`src/rtl/alu_issue_ctrl.sv`:
```
// alu_issue_ctrl
//   Issues one operation at a time to a combinational ALU. A request is
//   accepted over valid/ready. Its operands and opcode are registered onto
//   the ALU port. The result and flags are captured, and a tagged response
//   is returned over valid/ready. The block also keeps the flags of the last
//   legal operation and a count of completed legal operations.
//
//   Optional build macro: ALU_OVF_CALC_EN
//     When defined, the overflow flag is derived locally from the registered
//     operands and the ALU result sign, and alu_of is ignored.
//     When undefined, alu_of is captured unchanged.
//
//   Ports
//     clk, rst                  clock, synchronous active-high reset
//     req_valid/ready           request handshake
//     req_a, req_b, req_op      operands and opcode
//                               (000 add, 001 sub, 010 and, 011 or, 100 xor;
//                                101-111 illegal)
//     req_tag                   tag echoed on rsp_tag
//     alu_a, alu_b, alu_op      registered drive into the ALU
//     alu_y, alu_cf, alu_of,
//     alu_zero, alu_sf          ALU result and flags
//     rsp_valid/ready           response handshake
//     rsp_y, rsp_flags          result and flags {sf, zero, cf, of}
//     rsp_tag, rsp_err          echoed tag; illegal-opcode marker
//     flags_q                   flags of the last legal response
//     ops_done                  count of legal responses (wraps)
//
//   state | meaning
//   IDLE  | ready for a request
//   EXEC  | ALU inputs stable; result captured at end of cycle
//   RESP  | response presented until rsp_ready
module alu_issue_ctrl #(
  parameter int N    = 32,
  parameter int TAGW = 4
) (
  input  logic            clk,
  input  logic            rst,
  input  logic            req_valid,
  output logic            req_ready,
  input  logic [N-1:0]    req_a,
  input  logic [N-1:0]    req_b,
  input  logic [2:0]      req_op,
  input  logic [TAGW-1:0] req_tag,
  output logic [N-1:0]    alu_a,
  output logic [N-1:0]    alu_b,
  output logic [2:0]      alu_op,
  input  logic [N-1:0]    alu_y,
  input  logic            alu_cf,
  input  logic            alu_of,
  input  logic            alu_zero,
  input  logic            alu_sf,
  output logic            rsp_valid,
  input  logic            rsp_ready,
  output logic [N-1:0]    rsp_y,
  output logic [3:0]      rsp_flags,
  output logic [TAGW-1:0] rsp_tag,
  output logic            rsp_err,
  output logic [3:0]      flags_q,
  output logic [15:0]     ops_done
);

  typedef enum logic [1:0] {IDLE, EXEC, RESP} state_t;

  state_t state, state_nxt;
  logic   accept;
  logic   legal;
  logic   rsp_hs;
  logic   of_bit;

  always_ff @(posedge clk) begin
    if (rst) state <= IDLE;
    else     state <= state_nxt;
  end

  always_comb begin
    state_nxt = state;
    req_ready = 1'b0;
    rsp_valid = 1'b0;
    accept    = 1'b0;
    legal     = (req_op <= 3'd4);
    case (state)
      IDLE: begin
        req_ready = 1'b1;
        if (req_valid) begin
          accept    = 1'b1;
          state_nxt = legal ? EXEC : RESP;
        end
      end
      EXEC: state_nxt = RESP;
      RESP: begin
        rsp_valid = 1'b1;
        if (rsp_ready) state_nxt = IDLE;
      end
      default: state_nxt = IDLE;
    endcase
  end

  assign rsp_hs = rsp_valid & rsp_ready;

`ifdef ALU_OVF_CALC_EN
  // alu_a/alu_b only change on a legal accept, so they are the latched operands.
  logic alu_of_unused;
  assign alu_of_unused = alu_of;

  always_comb begin
    of_bit = 1'b0;
    case (alu_op)
      3'b000:  of_bit = (alu_a[N-1] == alu_b[N-1]) && (alu_y[N-1] != alu_a[N-1]);
      3'b001:  of_bit = (alu_a[N-1] != alu_b[N-1]) && (alu_y[N-1] != alu_a[N-1]);
      default: of_bit = 1'b0;
    endcase
  end
`else
  assign of_bit = alu_of;
`endif

  always_ff @(posedge clk) begin
    if (rst) begin
      alu_a     <= '0;
      alu_b     <= '0;
      alu_op    <= '0;
      rsp_y     <= '0;
      rsp_flags <= '0;
      rsp_tag   <= '0;
      rsp_err   <= 1'b0;
      flags_q   <= '0;
      ops_done  <= '0;
    end else begin
      if (accept) begin
        rsp_tag <= req_tag;
        if (legal) begin
          alu_a   <= req_a;
          alu_b   <= req_b;
          alu_op  <= req_op;
          rsp_err <= 1'b0;
        end else begin
          // Illegal op skips the ALU entirely; alu_* keep their old values.
          rsp_err   <= 1'b1;
          rsp_y     <= '0;
          rsp_flags <= '0;
        end
      end
      if (state == EXEC) begin
        rsp_y     <= alu_y;
        rsp_flags <= {alu_sf, alu_zero, alu_cf, of_bit};
      end
      if (rsp_hs && !rsp_err) begin
        flags_q  <= rsp_flags;
        ops_done <= ops_done + 16'd1;
      end
    end
  end

endmodule

```
`config.mk`:
```
export PLATFORM = sky130hd
export DESIGN_NAME = alu_issue_ctrl
export DESIGN_NICKNAME = d
export VERILOG_FILES = /design/src/rtl/alu_issue_ctrl.sv
export SDC_FILE = /design/constraint.sdc
export NUM_CORES = 1
export LEC_CHECK = 0
export BUFFER_PORTS_ARGS = -buffer_cell sky130_fd_sc_hd__buf_4
export CAP_MARGIN = 25
export CORE_MARGIN = 2
export CORE_UTILIZATION = 30
export CTS_CLUSTER_SIZE = 24
export DETAILED_ROUTE_END_ITERATION = 8
export PLACE_DENSITY_LB_ADDON = 0.1
export SLEW_MARGIN = 20
export SYNTH_ARGS = -nofsm -noshare
export SYNTH_HDL_FRONTEND = slang
export SYNTH_SLANG_ARGS = --single-unit
```
`constraint.sdc`:
```
create_clock -name clk -period 1.97 [get_ports clk]
set_input_delay 0.394 -clock clk [delete_from_list [all_inputs] [get_ports clk]]
set_output_delay 0.394 -clock clk [all_outputs]
set_load 0.02 [all_outputs]
```
# ---- Yosys cells after proc, flatten, opt, wreduce, memory -nomap -nowiden
# Cells that the tools add are included.
dict set report op_classes {
  add_sub_neg 1
  magnitude_cmp 1
  eq_ne 5
  n_mux 15
  bitwise 1
  n_reduce_logical 7
}
# operator n
set ops {}
lappend ops {{$mux 32} 3}
lappend ops {{$add 16x1->16 const B} 1}
lappend ops {{$mux 4} 3}
lappend ops {{$mux 2} 3}
lappend ops {{$pmux 2 s3} 1}
lappend ops {{$reduce_and 2->1} 3}
lappend ops {{$mux 1} 5}
lappend ops {{$ne 2x2->1 const B} 2}
lappend ops {{$le 3x3->1 const B} 1}
lappend ops {{$eq 2x1->1 const B} 1}
lappend ops {{$eq 2x2->1 const B} 1}
lappend ops {{$logic_not 2->1} 1}
lappend ops {{$ne 2x1->1 const B} 1}
lappend ops {{$reduce_bool 2->1} 1}
lappend ops {{$and 1x1->1} 1}
lappend ops {{$logic_and 1x1->1} 1}
lappend ops {{$logic_not 1->1} 1}
dict set report totals {
  regBits 130
  in_bits 111
  out_inout_bits 130
  word_cells 40
}

# ---- Logic depth before layout (Yosys ltp)
# Gate-level depths: netlist of the first run.
dict set report logic_depth {
  depth_word 4
  depth_mapped 8
  mapped_depth_nobuf 5
}

# ---- Worst setup path after synthesis of the first run
# No wires, ideal clock.
dict set report synth_timing {
  path_kind {register to register}
  startpoint {register ops_done[3]}
  endpoint {register ops_done[15]}
  setup_time_ns 0.072
  t_arrival_ns 1.581
  required_time_ns 1.898
  path_slack_ns 0.318
  path_stages_with_launch 5
  path_buffers 0
  synth_period_minus_slack_ns 1.652
  cell_sequence {dfxtp_1 > and4_2 > nand4_2 > or4_1 > a21oi_1}
}
dict set report synth_between {
  elab_chain_len 1
}
# element line_no
set synth_lines {}
lappend synth_lines {{start, declared} 60} ;# output logic [15:0] ops_done
lappend synth_lines {{start signal, assigned} 150} ;# ops_done <= ops_done + 16'd1;
lappend synth_lines {{$add 16x1->16} 150}
# Every way passes these cells.
# A chain may end at the register's enable or synchronous reset.

# ---- Worst setup path after layout of the first run
dict set report layout_timing {
  startpoint {register state[1]}
  endpoint {output rsp_valid}
}
dict set report layout_between {
  elab_chain_len 2
}
# element line_no
set layout_lines {}
lappend layout_lines {{start, declared} 65} ;# state_t state, state_nxt;
lappend layout_lines {{start signal, assigned} 73} ;# else state <= state_nxt;
lappend layout_lines {{$eq 2x2->1} 82} ;# case (state)
lappend layout_lines {{$mux 1} 82}
lappend layout_lines {{end, declared} 53} ;# output logic rsp_valid,
# Every way passes these cells.

==> metrics.csv, run 1 <==
metric;value;unit
run status;finished, final reports clean;
I/O pin count;241;
power density over cell area;983;nW/um^2
Post-CTS Hold Fix Bufs;0;
Antenna Cells;0;
Finish-stage setup viols;0;
crit-path cells;nor2b_1 > buf_4;
Clock Sinks;130;
routed wire length;13.5;mm
asr flop ratio synth;0;%
CP Capture Type;output port;
Final WS setup;243;ps
Int Power;0.00552;W
CP Class;reg2out;
IO buf count;240;
CP top delay family;flip-flops;
Routed Antenna Nets;0;
Clk pwr share;48.3;%
Synth cell types;37;
setup TNS;0;ps
sw power;0.00165;W
nets@finish;863;
Vias;4377;
Core ar.;15100;sq um
Syn Inst Count;513;
CP max stage cell;dfxtp_1;
Cells after DPL;920;
Post-route DRC;0;
Finished Layout Cells;952;
syn_nets;625;
Seq/Total Area, Yosys;56.0;%
synth warn;0;
Max Cap Viol;0;
Tcrit/Tclk final;87.7;%
number of synthesized flops with an enable pin;0;
Root Buffer;clkbuf_16;
max incr delay on CP;470;ps
GRT overflow;0;
first-pass GRT wire length;21.1;mm
met2 wire len;6.21;mm
Fin Clk Skew;5.24;ps
vias per inst;4.60;
initial antenna violation count;0;
1st-pass router iterations;4;
average wire per standard cell;14.2;um
pin count of the biggest net entering global routing;47;
area growth from synthesis to layout;57.1;%
Critical path buffers and inverters;1;
Highest Signal Layer;met4;
Post-CTS Setup Repair Bufs;0;
Synth top area share;56.0;%
dominant synthesized flop cell;dfxtp_1;
DR WL met3;1.33;mm
Arrival @ worst endpoint;1330;ps
worst hold margin;195;ps
met1 WL;5.78;mm
Slew @ Worst Pin;389;ps
Initial Utilization;30.7;%
Sw Ratio;23.0;%
DRT iter0 DRCs;252;
worst vdd ir;0.000547;V
fraction of layout cells with a size suffix above 1;40.1;%
clk_lat worst skew;410;ps
die width;128;um
max frequency;579;MHz
largest fanout on the critical path;7;
Comb power frac;12.4;%
GRT Resource Usage Total;16.3;%
die area;16500;sq um
Clock Tree Buf Depth;2;
power share of the sequential group;39.3;%
final hold vios;0;
nature of the critical path startpoint;flop;
vias in the first global route;4258;
highest-count cells in the layout ignoring fill and taps;buf_4, nand2_1, dfxtp_1;
post-cts sizing count;0;
leading area contributor after synthesis;dfxtp_1;
Yosys reg bits;130;
Slew HR;74.1;%
Avg Synthesized Cell Area;9.05;sq um
top cells by area, synth;dfxtp_1, nand2_1, a21oi_1;
crit path time final;1730;ps
leakage;3.22;nW
Post-Syn Area;4640;sq um
Rows;45;
unrepaired setup endpoints after global routing;false;
Worst Hold Class;in2reg;
Die Y;128;um
Final Wtd Congestion;0.790;
htree depth;4;
commonest non-fill, non-tap cell in the layout;buf_4;
CTS tree;yes;
Slew Limit Fails;0;
HPWL after DPL;9.52;mm
CTS buffer count;17;
CTS clock-pin slew for the worst setup and hold paths;60;ps
Post-Place Worst Slack;343;ps
data required time at the worst endpoint;1580;ps
-- layout make-up --
| cell class | instances | area [sq um] |
|---|---|---|
| sequential | 130 | 2600 |
| clock inverter | 8 | 145 |
| tap | 188 | 235 |
| inverter | 3 | 11.3 |
| multi-input combinational | 346 | 1830 |
| timing repair buffer | 253 | 1950 |
| fill | 1478 | 7850 |
| clock buffer | 24 | 522 |
-- registers in the layout, indices dropped and copies added (netlist names) --
| register | flops |
|---|---|
| rsp_y | 32 |
| rsp_err | 1 |
| alu_b | 32 |
| flags_q | 4 |
| alu_a | 32 |
| alu_op | 3 |
| rsp_tag | 4 |
| rsp_flags | 4 |
| ops_done | 16 |
| state | 2 |
-- metrics by stage --
stage          util [%]  total power [W]  instance area (sq um)
2_1_floorplan         -          0.00333                   4640
3_3_place_gp       43.8          0.00377                   6630
3_5_place_dp       43.8          0.00378                   6630
4_1_cts            48.2          0.00729                   7300
5_1_grt            48.2          0.00748                   7300
6_report           48.2          0.00717                   7300
-- worst paths after layout --
| check | end | slack (ps) | startpoint | cells after the start |
|---|---|---|---|---|
| setup / recovery | rsp_valid | 240 | state[1] | 2 |
| hold / removal | rsp_y[13] | 190 | alu_y[13] | 2 |
| setup reg to reg | ops_done[12] | 330 | ops_done[0] | 5 |
| hold reg to reg | alu_a[11] | 450 | alu_a[11] | 2 |
-- kinds of logic after synthesis --
family          Yosys count  share of synthesized area, %
simple gates            206                          19.1
xor+xnor                  8                          1.51
buf+inv                  37                          4.77
fa+ha+maj                 1                         0.269
compound gates          131                          18.3
flops                   130                          56.0
-- per-layer routing --
metal  vias up  global-route usage, %
met5         -                      0
met4         0                   6.40
met3        11                   6.24
met2       164                   26.0
met1      1991                   19.8
li1       2211                      -
-- power groups by stage --
stage | registers (W) | logic (W) | clock network, W
floorplan | 0.00301 | 0.000317 | 0
global placement | 0.00287 | 0.000895 | 0
detailed placement | 0.00287 | 0.000906 | 0
CTS | 0.00282 | 0.000907 | 0.00356
global route | 0.00284 | 0.000973 | 0.00367
finish | 0.00282 | 0.000891 | 0.00346
-- synthesized netlist by cell type (3+ instances only) --
cell / count
buf_6: 3
dfxtp_1: 130
o21ai_0: 5
o31ai_1: 4
nand3_1: 4
inv_1: 3
a21oi_1: 72
nor2_1: 14
and3_1: 3
nand2_1: 160
xor2_1: 6
buf_1: 3
buf_2: 3
a22o_1: 36
clkbuf_1: 20
or4_1: 4
buf_8: 5
a21oi_2: 12
or3_1: 3
(Power assumes the default switching activity.)
==> inputs of run 2 (changes only) <==
Settings changed: ABC_AREA set to 1.
==> run 2 against run 1 <==
Non-clock buffer count decreased by 2. Sequential power increased by 2%. Highest routed layer unchanged. Largest power group unchanged. Clock power decreased by 8.4%. Register-to-register slack improved by 80 ps. Via count increased by 10%. Clock skew increased by 3.7 ps. Synthesized cell count increased by 22%.
==> metrics.csv, run 2 <==
metric;value;unit;change
post-cts sizing count;0;;unchanged
Synth top area share;54.5;%;-1.5 points
total power;0.00712;W;-0.76%
Post-Syn Area;4770;sq um;+2.8%
CP Class;reg2out;;
Hold Crit Start;req_b[20];;
vias per inst;4.43;;-3.7%
Tcrit/Tclk final;85.2;%;-2.4 points
Seq/Total Area, Yosys;54.5;%;-1.5 points
Slew HR;69.0;%;-5.1 points
commonest non-fill, non-tap cell in the layout;buf_4;;
Arrival @ worst endpoint;1290;ps;-40 ps
Synth cell types;22;;-41%
DRT iter0 DRCs;208;;-17%
Finish-stage setup viols;0;;unchanged
clk_lat worst skew;410;ps;about the same
FF-to-FF End;alu_a[31];;
Vias;4817;;+10%
syn_nets;738;;+18%
average wire per standard cell;13.5;um;-4.4%
Die Y;130;um;+1.3%
fraction of layout cells with a size suffix above 1;32.8;%;-7.3 points
final hold vios;0;;unchanged
Worst Hold End;alu_b[20];;
area growth from synthesis to layout;53.5;%;
Worst Hold Class;in2reg;;
synth warn;0;;unchanged
Clock Tree Buf Depth;2;;unchanged
leakage;3.39;nW;+5.3%
leading area contributor after synthesis;dfxtp_1;;
Final Wtd Congestion;0.791;;+0.15%
1st-pass router iterations;6;;+2
GRT Resource Usage Total;17.1;%;+0.80 points
setup TNS;0;ps;unchanged
Core ar.;15700;sq um;+3.7%
r2r setup slk;410;ps;+80 ps
Antenna Cells;0;;unchanged
Clock Sinks;130;;unchanged
vias in the first global route;4464;;+4.8%
dominant synthesized flop cell;dfxtp_1;;
GRT overflow;0;;unchanged
I/O pin count;241;;unchanged
Routed Antenna Nets;0;;unchanged
CP Capture Type;output port;;
highest-count cells in the layout ignoring fill and taps;buf_4, nor2_1, dfxtp_1;;
R2R cell count;6;;+1
Hold Path Stages;3;;+1
Fin Clk Skew;8.94;ps;+3.70 ps
crit path time final;1680;ps;-47.8 ps
IO buf count;240;;unchanged
die width;130;um;+1.3%
run status;finished, final reports clean;;
Syn Inst Count;626;;+22%
power density over cell area;972;nW/um^2;-1.2%
initial antenna violation count;0;;unchanged
data required time at the worst endpoint;1580;ps;about the same
worst vdd ir;0.000597;V;+9.1%
pin count of the biggest net entering global routing;47;;unchanged
most common cell in the netlist;nor2_1;;
number of synthesized flops with an enable pin;0;;unchanged
Slew @ Worst Pin;465;ps;+76.8 ps
final core occ;46.6;%;-1.5 points
largest fanout on the critical path;4;;-3
Post-CTS Setup Repair Bufs;0;;unchanged
max frequency;595;MHz;+2.8%
top cells by count, synth;nor2_1, dfxtp_1, nand2_1;;
die area;16900;sq um;+2.7%
first-pass GRT wire length;22.5;mm;+6.2%
Rows;46;;+2.2%
unrepaired setup endpoints after global routing;false;;
CTS tree;yes;;
Root Buffer;clkbuf_16;;
Slew Limit Fails;0;;unchanged
nature of the critical path startpoint;flop;;
Yosys reg bits;130;;unchanged
biggest regs;alu_a x32, alu_b x32, rsp_y x32;;
Avg Synthesized Cell Area;7.62;sq um;-16%
CTS buffer count;17;;unchanged
nets@finish;972;;+13%
Initial Utilization;30.4;%;-0.29 points
htree depth;4;;unchanged
worst r2r src;state[1];;
Post-CTS Hold Fix Bufs;0;;unchanged
CTS clock-pin slew for the worst setup and hold paths;60;ps;about the same
Post-route DRC;0;;unchanged
Max Cap Viol;0;;unchanged
asr flop ratio synth;0;%;unchanged
top cells by area, synth;dfxtp_1, nor2_1, nand2_1;;
HPWL after DPL;10.3;mm;+7.9%
routed wire length;14.7;mm;+9.2%
==> run 2: changes by cell type in the layout (fill, tap and decap cells not counted), sizes merged, moves of 5 or more <==
cell,delta
a22o,-36
xor2,-5
nand2,-54
o21ai,+77
nor2,+171
inv,+17
a21oi,-39
nand3,+7
==> run 2: worst max-delay path by stage <==
stage                   start        end  depth (start not counted)
floorplan            state[1]  alu_a[26]                          8
global placement    req_op[0]   alu_a[0]                          7
detailed placement  req_op[0]  alu_a[31]                          7
CTS                  state[1]  rsp_valid                          3
global route         state[1]   alu_b[2]                          6
finish               state[1]  rsp_valid                          3
==> run 2: final cells by class <==
type | instances | area (sq um)
Timing Repair Buffer | 251 | 1900
Inverter | 20 | 75.1
Multi-Input combinational cell | 440 | 1890
Clock buffer | 27 | 523
Sequential cell | 130 | 2600
Fill cell | 1582 | 8390
Clock inverter | 4 | 70.1
Tap cell | 216 | 270
==> run 2: cells by family after synthesis <==
logic type | share of synthesized area [%]
AND/OR/NAND/NOR | 25.2
buffers and inverters | 5.90
adder cells (fa/ha/maj) | 0.262
XOR/XNOR | 0.184
AO/OA/AOI/OAI | 13.9
flip-flops | 54.5
==> run 2: report_power, final <==
part / internal [W] / switching (W) / total (W)
combinational: 0.000463 / 0.000596 / 0.00106
clock: 0.00206 / 0.00111 / 0.00317
sequential: 0.00280 / 0.0000914 / 0.00289
total: 0.00532 / 0.00180 / 0.00712
==> run 2: metrics by stage <==
| stage | std cells | hold slack, ps | instance area, sq um | setup WS (ps) |
|---|---|---|---|---|
| floorplan | 626 | 529 | 4770 | 505 |
| global placement | 1057 | 448 | 6730 | 295 |
| detailed placement | 1057 | 454 | 6730 | 251 |
| CTS | 1088 | 182 | 7330 | 272 |
| global route | 1088 | 184 | 7330 | 210 |
| finish | 1088 | 199 | 7330 | 291 |
==> run 2: per-layer routing <==
metal / global-route usage, % / share of wire (%) / vias to the layer above
li1: - / - / 2464
met3: 6.23 / 7.5 / 18
met4: 7.08 / 1.8 / 0
met5: 0 / 0 / -
met2: 28.0 / 47 / 155
met1: 20.3 / 43 / 2180
==> run 2: worst max-delay path, stage by stage, from the launching register on <==
cell and delay, ps:
dfxtp_1 390, inv_1 50, nor2_1 230, buf_4 200
==> inputs of run 3 (changes only) <==
Settings changed: ABC_AREA 1 to not set, CORE_MARGIN 2 to not set.
==> run 3 against run 2 <==
Sequential share of layout area grew 0.64 points. Clock power shrank 3%. Utilization grew 0.89 points. Count of clock-buffer cells in the layout shrank 1. Non-clock buffer count grew 1. Clock skew shrank 3.6 ps. Die area shrank 5.6%. Critical path depth shrank 1. Register-to-register slack lost 100 ps.
==> metrics.csv, run 3 (synthesis gave the netlist of run 1 again) <==
metric;value;unit;change
run status;finished, final reports clean;;
routed wire length;13.4;mm;-9.2%
I/O pin count;241;;unchanged
max incr delay on CP;490;ps;+100 ps
DRT iter0 DRCs;164;;-21%
first-pass GRT wire length;21.4;mm;-4.9%
CP Class;reg2out;;
CTS buffer count;17;;unchanged
Finish-stage setup viols;0;;unchanged
crit path time final;1720;ps;+43.7 ps
CTS tree;yes;;
power density over cell area;941;nW/um^2;-3.2%
Fin Clk Skew;5.36;ps;-3.58 ps
Final Wtd Congestion;0.727;;-8.1%
Vias;4384;;-9.0%
Die Y;126;um;-2.9%
highest-count cells in the layout ignoring fill and taps;buf_4, nand2_1, dfxtp_1;;
area growth from synthesis to layout;55.0;%;
fraction of layout cells with a size suffix above 1;39.2;%;+6.4 points
crit-path cells;nor2b_1 > buf_4;;
CP Capture Type;output port;;
Slew @ Worst Pin;404;ps;-61.6 ps
setup TNS;0;ps;unchanged
unrepaired setup endpoints after global routing;false;;
vias per inst;4.61;;+4.2%
post-cts sizing count;0;;unchanged
clk_lat worst skew;420;ps;about the same
Post-route DRC;0;;unchanged
Tcrit/Tclk final;87.5;%;+2.2 points
Rows;45;;-2.2%
worst vdd ir;0.000547;V;-8.4%
biggest regs;alu_a x32, alu_b x32, rsp_y x32;;
1st-pass router iterations;4;;-2
Root Buffer;clkbuf_16;;
final hold vios;0;;unchanged
HPWL after DPL;9.45;mm;-8.0%
worst r2r src;state[1];;
Post-CTS Hold Fix Bufs;0;;unchanged
htree depth;4;;unchanged
pin count of the biggest net entering global routing;80;;+70%
CP max stage cell;dfxtp_1;;
nets@finish;862;;-11%
Crit. Startpoint;state[1];;
Hold Crit Start;alu_y[15];;
largest fanout on the critical path;7;;+3
final core occ;47.5;%;+0.89 points
CTS clock-pin slew for the worst setup and hold paths;50;ps;about the same
vias in the first global route;4313;;-3.4%
Max Cap Viol;0;;unchanged
leakage;3.18;nW;-6.3%
GRT overflow;0;;unchanged
die area;16000;sq um;-5.6%
Routed Antenna Nets;0;;unchanged
commonest non-fill, non-tap cell in the layout;buf_4;;
GRT Resource Usage Total;17.1;%;+0.028 points
Arrival @ worst endpoint;1330;ps;+40 ps
IO buf count;240;;unchanged
nature of the critical path startpoint;flop;;
Initial Utilization;30.7;%;+0.29 points
Slew HR;73.1;%;+4.1 points
data required time at the worst endpoint;1580;ps;about the same
max frequency;580;MHz;-2.5%
Core ar.;15100;sq um;-3.6%
initial antenna violation count;0;;unchanged
die width;126;um;-2.9%
Clock Tree Buf Depth;2;;unchanged
Clock Sinks;130;;unchanged
Antenna Cells;0;;unchanged
Fill cells;1502;;-5.1%
Post-CTS Setup Repair Bufs;0;;unchanged
Worst Hold Class;in2reg;;
Slew Limit Fails;0;;unchanged
average wire per standard cell;14.1;um;+4.0%
## run 3: cell types whose count changed in the layout (fill, tap and decap cells not counted), moves of 14 or more
cell,delta
a21oi_1,+28
a22o_1,+36
inv_1,-14
nand2_1,+54
nor2_1,-170
o21ai_0,-73
## run 3: cell type report
class | instances | area, sq um | area share [%]
Timing Repair Buffer | 252 | 1940 | 27.0
Multi-Input combinational cell | 346 | 1830 | 25.4
Sequential cell | 130 | 2600 | 36.2
Inverter | 3 | 11.3 | 0.156
Clock inverter | 5 | 75.1 | 1.04
Clock buffer | 26 | 499 | 6.94
Tap cell | 188 | 235 | 3.27
## run 3: critical path: cells and delay by family (launching register included)
kind,cells,cell delay (ps)
simple gates,1,250
flops,1,490
buf+inv,1,180
## run 3: final timing paths
path / end / slack, ps / depth (start not counted)
setup / recovery: rsp_valid / 250 / 2
setup reg to reg: ops_done[12] / 310 / 4
hold reg to reg: alu_a[10] / 450 / 2
hold / removal: rsp_y[15] / 190 / 2
## run 3: report_power, final
part / leakage, nW / internal (W) / switching [W]
clock network: 0.284 / 0.00198 / 0.00108
logic: 1.83 / 0.000416 / 0.000469
registers: 1.06 / 0.00275 / 0.0000686
## run 3: routing by layer
metal	GRT usage, %	wire length [um]	up-vias
li1	-	-	2202
met1	19.0	5540	2020
met2	28.8	6510	150
met3	7.04	1160	12
met4	7.44	168	0
met5	0	0	-
## run 3: stage by stage
step                      total power [W]  setup slack (ps)  cells  area [sq um]  hold WS (ps)
after CTS                         0.00687               231    950          7200           173
after global routing              0.00706               110    950          7200           176
after global placement            0.00376               367    919          6620           443
after floorplan                   0.00333               318    513          4640           527
final                             0.00677               247    950          7200           194
after detailed placement          0.00378               331    919          6620           448
